`config.mk`:
```
export PLATFORM = sky130hd
export DESIGN_NAME = sigma_delta_decimator
export DESIGN_NICKNAME = d
export VERILOG_FILES = /design/src/rtl/sigma_delta_decimator.sv
export SDC_FILE = /design/constraint.sdc
export NUM_CORES = 1
export LEC_CHECK = 0
export CAP_MARGIN = 40
export CORE_UTILIZATION = 40
export CTS_BUF_LIST = sky130_fd_sc_hd__clkbuf_4
export CTS_CLUSTER_DIAMETER = 50
export DETAILED_ROUTE_END_ITERATION = 10
export SYNTH_ARGS = -nofsm -noshare
export SYNTH_HDL_FRONTEND = slang
export SYNTH_SLANG_ARGS = --single-unit
```
`constraint.sdc`:
```
create_clock -name clk -period 6.1 [get_ports clk]
set_input_delay 0.61 -clock clk [delete_from_list [all_inputs] [get_ports clk]]
set_output_delay 0.61 -clock clk [all_outputs]
set_load 0.01 [all_outputs]
```
`src/rtl/sigma_delta_decimator.sv`:
```
// Second-order CIC (sinc2) decimator for a 1-bit sigma-delta stream, with a
// single-entry valid/ready output register and a sticky overrun flag.
module sigma_delta_decimator #(
  parameter int N     = 10,
  parameter int DECIM = 64
) (
  input  logic         clk,
  input  logic         reset,
  input  logic         bit_in,
  input  logic         bit_en,
  output logic [N-1:0] sample_out,
  output logic         sample_valid,
  input  logic         sample_ready,
  output logic         overrun
);

  localparam int PW = $clog2(DECIM);
  localparam int W  = 2 * PW;
  localparam logic [PW-1:0] PHASE_LAST = PW'(DECIM - 1);

  logic [W:0]    int1_q, int1_d;
  logic [W:0]    int2_q, int2_d;
  logic [W:0]    int2_prev_q, int2_prev_d;
  logic [W:0]    c1_prev_q, c1_prev_d;
  logic [PW-1:0] phase_q, phase_d;
  logic          warm_q, warm_d;
  logic [N-1:0]  sample_q, sample_d;
  logic          valid_q, valid_d;
  logic          overrun_q, overrun_d;

  logic [W:0]    int1_acc, int2_acc, c1, c2;
  logic [W-1:0]  clipped;
  logic          dec_event, new_sample;
  logic          unused_clip_bits;

  always_comb begin
    int1_d      = int1_q;
    int2_d      = int2_q;
    int2_prev_d = int2_prev_q;
    c1_prev_d   = c1_prev_q;
    phase_d     = phase_q;
    warm_d      = warm_q;
    sample_d    = sample_q;
    valid_d     = valid_q;
    overrun_d   = overrun_q;

    // Combs see the integrator value that already includes the current bit.
    int1_acc   = int1_q + {{W{1'b0}}, bit_in};
    int2_acc   = int2_q + int1_acc;
    c1         = int2_acc - int2_prev_q;
    c2         = c1 - c1_prev_q;
    clipped    = c2[W] ? {W{1'b1}} : c2[W-1:0];
    dec_event  = bit_en && (phase_q == PHASE_LAST);
    new_sample = dec_event && warm_q;

    if (bit_en) begin
      int1_d  = int1_acc;
      int2_d  = int2_acc;
      phase_d = phase_q + 1'b1;
    end

    if (dec_event) begin
      int2_prev_d = int2_acc;
      c1_prev_d   = c1;
      warm_d      = 1'b1;
    end

    if (valid_q && sample_ready) begin
      valid_d = 1'b0;
    end

    if (new_sample) begin
      if (!valid_q || sample_ready) begin
        sample_d = clipped[W-1 -: N];
        valid_d  = 1'b1;
      end else begin
        overrun_d = 1'b1;
      end
    end
  end

  // Fractional LSBs below the output width are discarded by truncation.
  assign unused_clip_bits = ^{clipped, 1'b0};

  always_ff @(posedge clk) begin
    if (reset) begin
      int1_q      <= '0;
      int2_q      <= '0;
      int2_prev_q <= '0;
      c1_prev_q   <= '0;
      phase_q     <= '0;
      warm_q      <= 1'b0;
      sample_q    <= '0;
      valid_q     <= 1'b0;
      overrun_q   <= 1'b0;
    end else begin
      int1_q      <= int1_d;
      int2_q      <= int2_d;
      int2_prev_q <= int2_prev_d;
      c1_prev_q   <= c1_prev_d;
      phase_q     <= phase_d;
      warm_q      <= warm_d;
      sample_q    <= sample_d;
      valid_q     <= valid_d;
      overrun_q   <= overrun_d;
    end
  end

  assign sample_out   = sample_q;
  assign sample_valid = valid_q;
  assign overrun      = overrun_q;

endmodule

```
* After elaboration in Yosys (flattened, before gate mapping)
Cells that the tools add are included.
** Storage, ports and cells
- Register bits after elaboration :: 71
- Input bits :: 5
- Output and inout port bits :: 12
- Word-level logic and storage cells :: 27
** Cells by class
- $add $sub $neg :: 5
- Eq/ne operators :: 1
- Muxes and demuxes :: 4
- Bitwise logic cells :: 1
- Reductions and logical operators :: 7
** Operators with widths (count)
- subtractor 13 bit :: 2
- adder 13 x 1 -> 13 bit :: 1
- adder 13 bit :: 1
- 2-to-1 mux 12 bit :: 1
- adder 6 x 1 -> 6 bit, second input constant :: 1
- equality test 6 bit, second input constant :: 1
- AND reduction 2 bit :: 2
- logical AND 1 bit :: 3
- 2-to-1 mux 1 bit :: 3
- zero test 1 bit :: 1
- logical OR 1 bit :: 1
- NOT 1 bit :: 1

* Depth between registers and ports, before layout
Gate-level depths: netlist (run 1).
- Word-level depth :: 5
- Depth in mapped cells :: 24

* Worst setup path before layout (run 1)
Ideal clock, no wire load.
- Kind :: input to register
- Start point :: input port bit_in
- End point :: register sample_q[0] (netlist: sample_out[0])
- Library setup time :: 0.156 ns
- Data arrival time :: 5.170 ns
- Slack :: 0.774 ns
- Stages :: 24
- Cells stage by stage :: ha_1 > nand2_1 > nor2_1 > and3_1 > clkbuf_1 > xor2_1 > ha_1 > a21o_1 > nor3_1 > a21oi_1 > a21o_1 > a211oi_1 > nor3_1 > ha_1 > or3_1 > nor3_1 > o21ai_0 > nor2b_1 > ha_1 > nand3_1 > o2111ai_1 > xnor2_4 > xnor2_4 > a311oi_2
** Between the ends
- Cells in the longest elaborated chain, start to end :: 5
** RTL lines
- from (decl) :: line 9 : input logic bit_in,
- adder 13 x 1 -> 13 bit :: line 48 : int1_acc = int1_q + {{W{1'b0}}, bit_in};
- named net int1_acc[7] :: line 31 : logic [W:0] int1_acc, int2_acc, c1, c2;
- adder 13 bit :: line 49 : int2_acc = int2_q + int1_acc;
- named net int2_acc[10] :: line 31
- subtractor 13 bit :: line 50 : c1 = int2_acc - int2_prev_q;
- named net c1[11] :: line 31
- subtractor 13 bit :: line 51 : c2 = c1 - c1_prev_q;
- 2-to-1 mux 12 bit :: line 52 : clipped = c2[W] ? {W{1'b1}} : c2[W-1:0];
- to (signal assigned) :: line 103 : sample_q <= sample_d;
- to (decl) :: line 27 : logic [N-1:0] sample_q, sample_d;
The timed path passes the listed nets, and every way through them passes these cells.
A chain may end at the register's enable or synchronous reset.

* Worst setup path after layout (run 1)
- Start point :: input port bit_in
- End point :: register sample_q[4] (netlist: sample_out[4])
Same word-level chain as after synthesis.

==> results.md, run 1 <==
* Status: finished clean
* Setup Skew at between 0.02 and 0.025 ns
* Clock slew at reported path FFs at 0.11 ns
* Syn Inst Count at ~540
* Cell area after synthesis at 0.00446 mm²
* Critical path class: input port to flop
* Gr usage total at 15.4%
* Pwr dens at ~240 mW/mm²
* Distinct cell type count after synthesis at 50
* Setup crit end kind: flop
* Die width at 108 µm
* Clock latency on the worst-skew pair at 0.44 ns
* Largest net degree at the start of global routing at 72
* Stages on worst setup path at 25
* Top-area cell type share of the netlist area at 31.9%
* Number of antenna violations at the first check in global routing at 0
* Hold Crit Class: flop to flop
* Router iterations before antenna repair at 4
* Nets at between 500 and 600
* CP arrival at 5.97 ns
* Post-DP HPWL at 5.84 mm
* CTS root buffer: clkbuf_4
* Gp weighted congestion at 0.845
* Yosys warning total at 0
* Number of vias per cell at 4.95
* Tot Pwr at approximately 0.0012 W
* WL per Instance at between 10 and 15 µm
* Die area at about 0.012 mm²
* WHS Path Cells at 2
* FF/Latch Area at 0.00142 mm²
* # setup viols final at 0
* Most frequent cell on the critical path: ha_1
* Maximum fanout along the worst path at 9
* Core footprint at 0.0108 mm²
* Die Ht at between 100 and 150 µm
* Slew Limit Headroom at 46.2%
* Worst R2R Path Depth at 24
* Io pins at 17
* Net count after synthesis at 584
* FF+latch count, synth at 71
* EDFF count, synth at 0
* Period Utilization, post-route at between 90% and 100%
* Clock buffer depth at 2
* Synth area leader: dfxtp_1
* CP max stage cell: clkdlybuf4s50_1
* Multi-input logic area at 0.00281 mm²
* Actual slew at the worst max-slew pin at 0.807 ns
* CP required at 6.44 ns
* Initial Util at about 41%
* Leak at 2.02 nW
* Final Util at 45.7%
* Port bufs at 16
* Max-cap violation count at 0
* Fillers at 1085
* Via Count at roughly 3500
* Worst path max stage delay at 0.48 ns
* DRC Markers at 0
* Grt ovf at 0
* Iter 0 DRT Violations at 160
* Vias in the first global route at 3334
* Area grow syn2layout at 11.2%
* WP buf/inv at 2
* CTS tree: done
* Seq/Total Area, Yosys at 31.9%
* Top FF cell, synth: dfxtp_1
* Top cells by area, synth: dfxtp_1 (32%), ha_1 (11%), nand2_1 (5.6%)
* Post-DRT Antenna Nets at 0
* Global-route wire length before repair at 14.3 mm
* Overall routed net length at approximately 8.0 mm
* Hold Fails Final Rpt at 0
* Hold buffer count at cts at 0
* Async SR Flop Fraction at 0%
* Crit-path leading delay family: simple AND/OR/NAND/NOR gates
* Startpoint Class: input port
* Layout cells sized above 1 at a little under a tenth
* RSZ-0062 raised after global routing: false
* Worst VDD drop at 0.151 mV
* Tmin final at between 5 and 6 ns
* Ant. Diodes at 0
* Clock Sinks at around 70
* Fmax at 178 MHz
* Pins over their slew limit at 0
* # rows at 38
* Post-Syn Area per Cell at 8.28 µm²
* Num CTS Buffers at 9
* H-tree levels at 3
[cell type report]
type,instances,share of cell area (%)
tap,140,3.54
inverter,36,2.73
clock buffer,9,1.36
multi-input combinational,407,56.6
sequential,71,28.7
clock inverter,7,1.92
timing repair buffer,27,5.13
[worst paths after layout]
kind	from	endpoint	slack, ns
worst min-delay path	c1_prev_q[8]	c1_prev_q[8]	0.46
worst max-delay path	bit_in	sample_out[4]	0.47
worst min register to register	c1_prev_q[8]	c1_prev_q[8]	0.46
worst max register to register	int1_q[0]	sample_out[4]	0.75
[metal layers]
layer | track usage, % | up-vias | wire length [µm]
met4 | 5.38 | 0 | 121
met2 | 25.9 | 47 | 3720
li1 | - | 1860 | -
met5 | 0 | - | 0
met3 | 4.90 | 11 | 229
met1 | 18.4 | 1533 | 3930
[through the flow]
step / std cells / hold WS [ns] / area [µm²] / setup WS, ns / TNS (ns)
global placement: 679 / 0.442 / 4760 / 0.109 / 0
detailed placement: 680 / 0.446 / 4770 / -0.0245 / -0.154
global route: 697 / 0.484 / 4950 / 0.0398 / 0
CTS: 696 / 0.464 / 4930 / 0.443 / 0
floorplan: 538 / 0.436 / 4460 / 0.774 / 0
finish: 697 / 0.461 / 4950 / 0.467 / 0
[placed cells by master (no fill, tap or decap), drive strengths merged, types with 6 or more instances in the layout]
cell type,n
dfxtp,71
nand2,67
nor2,66
a21oi,42
ha,39
inv,38
xor2,27
xnor2,27
nand3,20
clkdlybuf4s50,15
mux2i,14
nor3,13
buf,12
o21ai,9
a311oi,9
clkbuf,9
a211oi,9
nand4,8
a21o,6
nor2b,6
[timing repair]
| action | 4_1_cts | 5_1_grt |
|---|---|---|
| resized for setup | 0 | 0 |
| setup endpoints to repair | 0 | 6 |
| endpoints found under the hold margin | 0 | 0 |
| buffers inserted | 0 | 1 |
[tightest hold or removal path, cell delays in order (launching register included)]
cell     delay, ns
dfxtp_1       0.33
nand2_1       0.05
a21oi_1       0.05
[sequential cells by signal, indices dropped and copies added, names as in the netlist]
signal / flops
c1_prev_q: 13
int1_q: 13
int2_prev_q: 13
int2_q: 13
sample_out: 10
phase_q: 6
overrun: 1
sample_valid: 1
warm_q: 1
[power by group]
part | internal, W | switching, W | total (W)
Combinational | 0.000172 | 0.000196 | 0.000368
Sequential | 0.000468 | 0.00000383 | 0.000471
Clock | 0.000167 | 0.000174 | 0.000341
Total | 0.000807 | 0.000374 | 0.00118
[synthesized netlist by cell type (all sizes together) (6+ instances only)]
library cell and number:
a211oi 9, a21o 6, a21oi 42, a311oi 9
clkbuf 21, dfxtp 71, ha 39, inv 36
mux2i 14, nand2 67, nand3 20, nand4 8
nor2 66, nor2b 6, nor3 13, o21ai 9
xnor2 27, xor2 27
[logic make-up after synthesis]
| logic type | count (synthesis) | synth area share (%) |
|---|---|---|
| xor+xnor | 55 | 12.0 |
| simple gates | 199 | 19.9 |
| fa+ha+maj | 41 | 11.9 |
| mux | 14 | 3.15 |
| flops | 71 | 31.9 |
| compound gates | 98 | 16.0 |
| buf+inv | 60 | 5.11 |
Note: power is estimated with default switching activity, not from simulation.
==> inputs of run 2 (changes only) <==
--- a/config.mk
+++ b/config.mk
@@ -6,10 +6,12 @@
 export NUM_CORES = 1
 export LEC_CHECK = 0
 export CAP_MARGIN = 40
-export CORE_UTILIZATION = 40
+export CORE_UTILIZATION = 59
 export CTS_BUF_LIST = sky130_fd_sc_hd__clkbuf_4
 export CTS_CLUSTER_DIAMETER = 50
 export DETAILED_ROUTE_END_ITERATION = 10
+export PLACE_DENSITY = 0.78
 export SYNTH_ARGS = -nofsm -noshare
 export SYNTH_HDL_FRONTEND = slang
 export SYNTH_SLANG_ARGS = --single-unit
+export TNS_END_PERCENT = 100
==> run 2 against run 1 <==
Utilization rose by 21 points. Global-route usage increased by 6.8 points. Hold slack hardly changed. Cell area is 1.3% lower. Clock power decreased by 4%. Clock-buffer cell count did not move. Total power down 0.47%. Final cell count down 6.0%. Wire length hardly changed. First-iteration DRC count grew 18%. Register-to-register slack better by 0.02 ns. Worst setup slack lost 0.0054 ns.
==> results.md, run 2 (synthesis results as in run 1) <==
* Gr usage total at 22.2% (was 15.4%)
* Setup Skew at 0.0132 ns (was 0.0219 ns)
* Post-DP HPWL at 5.94 mm (was 5.84 mm)
* Maximum fanout along the worst path at 10 (was 9)
* Router iterations before antenna repair at 4 (unchanged)
* Hold Crit Class: flop to flop (unchanged)
* Most common cell after layout, fill and taps aside: dfxtp_1 (unchanged)
* Clock buffer depth at 2 (unchanged)
* Global-route wire length before repair at 13.7 mm (was 14.3 mm)
* Initial Util at 61.1% (was 41.1%)
* Status: finished clean (unchanged)
* Setup TNS at 0 ns (unchanged)
* Clock Sinks at 71 (unchanged)
* Setup crit end kind: flop (unchanged)
* FF/Latch Area at 0.00142 mm² (unchanged)
* Overall routed net length at 8.01 mm (about the same)
* Die Ht at 88.9 µm (was 108 µm)
* Pwr dens at 240 mW/mm² (was 238 mW/mm²)
* Pins over their slew limit at 0 (unchanged)
* Nets at 597 (was 598)
* Io pins at 17 (unchanged)
* Leak at 2.00 nW (was 2.02 nW)
* Hold buffer count at cts at 0 (unchanged)
* Largest net degree at the start of global routing at 72 (unchanged)
* Num CTS Buffers at 9 (unchanged)
* H-tree levels at 3 (unchanged)
* Ant. Diodes at 0 (unchanged)
* Period Utilization, post-route at 92.4% (was 92.3%)
* CP arrival at 5.96 ns (was 5.97 ns)
* Vias in the first global route at 3283 (was 3334)
* Via Count at 3539 (was 3451)
* Hold Fails Final Rpt at 0 (unchanged)
* Die width at 88.9 µm (was 108 µm)
* Critical path class: input port to flop (unchanged)
* Fmax at 177 MHz (was 178 MHz)
* Max-cap violation count at 0 (unchanged)
* Worst VDD drop at 0.145 mV (was 0.151 mV)
* Core footprint at 0.00729 mm² (was 0.0108 mm²)
* Startpoint Class: input port (unchanged)
* Fillers at 625 (was 1085)
* Placed Cells at 638 (was 680)
* WL per Instance at 12.2 µm (was 11.5 µm)
* Most frequent cells in the layout: dfxtp_1 (71), nand2_1 (67), nor2_1 (66) (unchanged)
* # setup viols final at 0 (unchanged)
* Slew Limit Headroom at 47.8% (was 46.2%)
* CTS root buffer: clkbuf_4 (unchanged)
* Actual slew at the worst max-slew pin at 0.783 ns (was 0.807 ns)
* Clock latency on the worst-skew pair at 0.41 ns (was 0.44 ns)
* CP required at 6.42 ns (was 6.44 ns)
* Multi-input logic area at 0.00281 mm² (unchanged)
* Post-DRT Antenna Nets at 0 (unchanged)
* Number of vias per cell at 5.40 (was 4.95)
* Area grow syn2layout at 9.72% (was 11.2%)
* Iter 0 DRT Violations at 188 (was 160)
* DRC Markers at 0 (unchanged)
* RSZ-0062 raised after global routing: false (unchanged)
* Non-Filler Instances at 655 (was 697)
* Number of antenna violations at the first check in global routing at 0 (unchanged)
* Clock slew at reported path FFs at 0.11 ns (about the same)
* Grt ovf at 0 (unchanged)
* Gp weighted congestion at 0.825 (was 0.845)
* Port bufs at 16 (unchanged)
* Layout cells sized above 1 at 8.63% (was 9.16%)
* Die area at 0.00790 mm² (was 0.0116 mm²)
* CTS tree: done (unchanged)
* # rows at 31 (was 38)
* Tmin final at 5.64 ns (was 5.63 ns)
## run 2: path summary, 6_finish.rpt
| kind | endpoint | slack [ns] | from | cells past startpoint |
|---|---|---|---|---|
| max | sample_out[5] | 0.46 | bit_in | 25 |
| min | c1_prev_q[6] | 0.46 | c1_prev_q[6] | 2 |
| max reg2reg | sample_out[5] | 0.77 | int1_q[0] | 24 |
| min reg2reg | c1_prev_q[6] | 0.46 | c1_prev_q[6] | 2 |
## run 2: what timing repair did
action / CTS / global route
buffers inserted: 0 / 1
setup endpoints to repair: 0 / 10
gates resized for setup: 0 / 0
## run 2: worst max-delay path, stage by stage
cell and delay, ns:
clkdlybuf4s50_1 0.48, ha_1 0.25, nand2_1 0.07, nor2_1 0.11, and3_1 0.26, xor2_1 0.21
ha_1 0.28, a21o_1 0.18, nor3_1 0.20, a21oi_1 0.14, a21o_1 0.20, a211oi_1 0.22
nor3_1 0.11, ha_1 0.25, or3_1 0.35, nor3_1 0.19, o21ai_0 0.14, nor2b_1 0.15
ha_1 0.35, nand3_1 0.09, o2111ai_1 0.39, xnor2_4 0.13, xnor2_4 0.16, buf_12 0.15
a311oi_2 0.24
## run 2: final cells by class
class	instances	area share [%]
Clock buffer	9	1.38
Clock inverter	7	1.79
Tap cell	99	2.53
Multi-Input combinational cell	407	57.4
Inverter	36	2.76
Sequential cell	71	29.1
Timing Repair Buffer	26	5.04
## run 2: metrics by stage
| stage | total power (W) | cell area (µm²) | hold WS, ns | setup slack [ns] | utilization (%) |
|---|---|---|---|---|---|
| 2_1_floorplan | 0.000765 | 4460 | 0.436 | 0.774 | - |
| 3_3_place_gp | 0.000812 | 4700 | 0.441 | 0.167 | 64.5 |
| 3_5_place_dp | 0.000824 | 4710 | 0.447 | 0.00421 | 64.6 |
| 4_1_cts | 0.00116 | 4870 | 0.462 | 0.420 | 66.8 |
| 5_1_grt | 0.00124 | 4890 | 0.476 | 0.00112 | 67.0 |
| 6_report | 0.00118 | 4890 | 0.460 | 0.462 | 67.0 |
## run 2: report_power, final
part / switching [W] / leakage [nW] / internal [W] / total, W
Clock: 0.000164 / 0.0770 / 0.000163 / 0.000327
Sequential: 0.00000350 / 0.573 / 0.000468 / 0.000471
Combinational: 0.000204 / 1.35 / 0.000173 / 0.000377
## run 2: per-layer routing
metal	GRT usage (%)	part of all wire [%]	wire, µm	up-vias
li1	-	-	-	1863
met1	23.2	45	3580	1612
met2	42.6	50	4030	53
met3	6.56	3.5	277	11
met4	6.74	1.5	119	0
met5	0	0	0	-
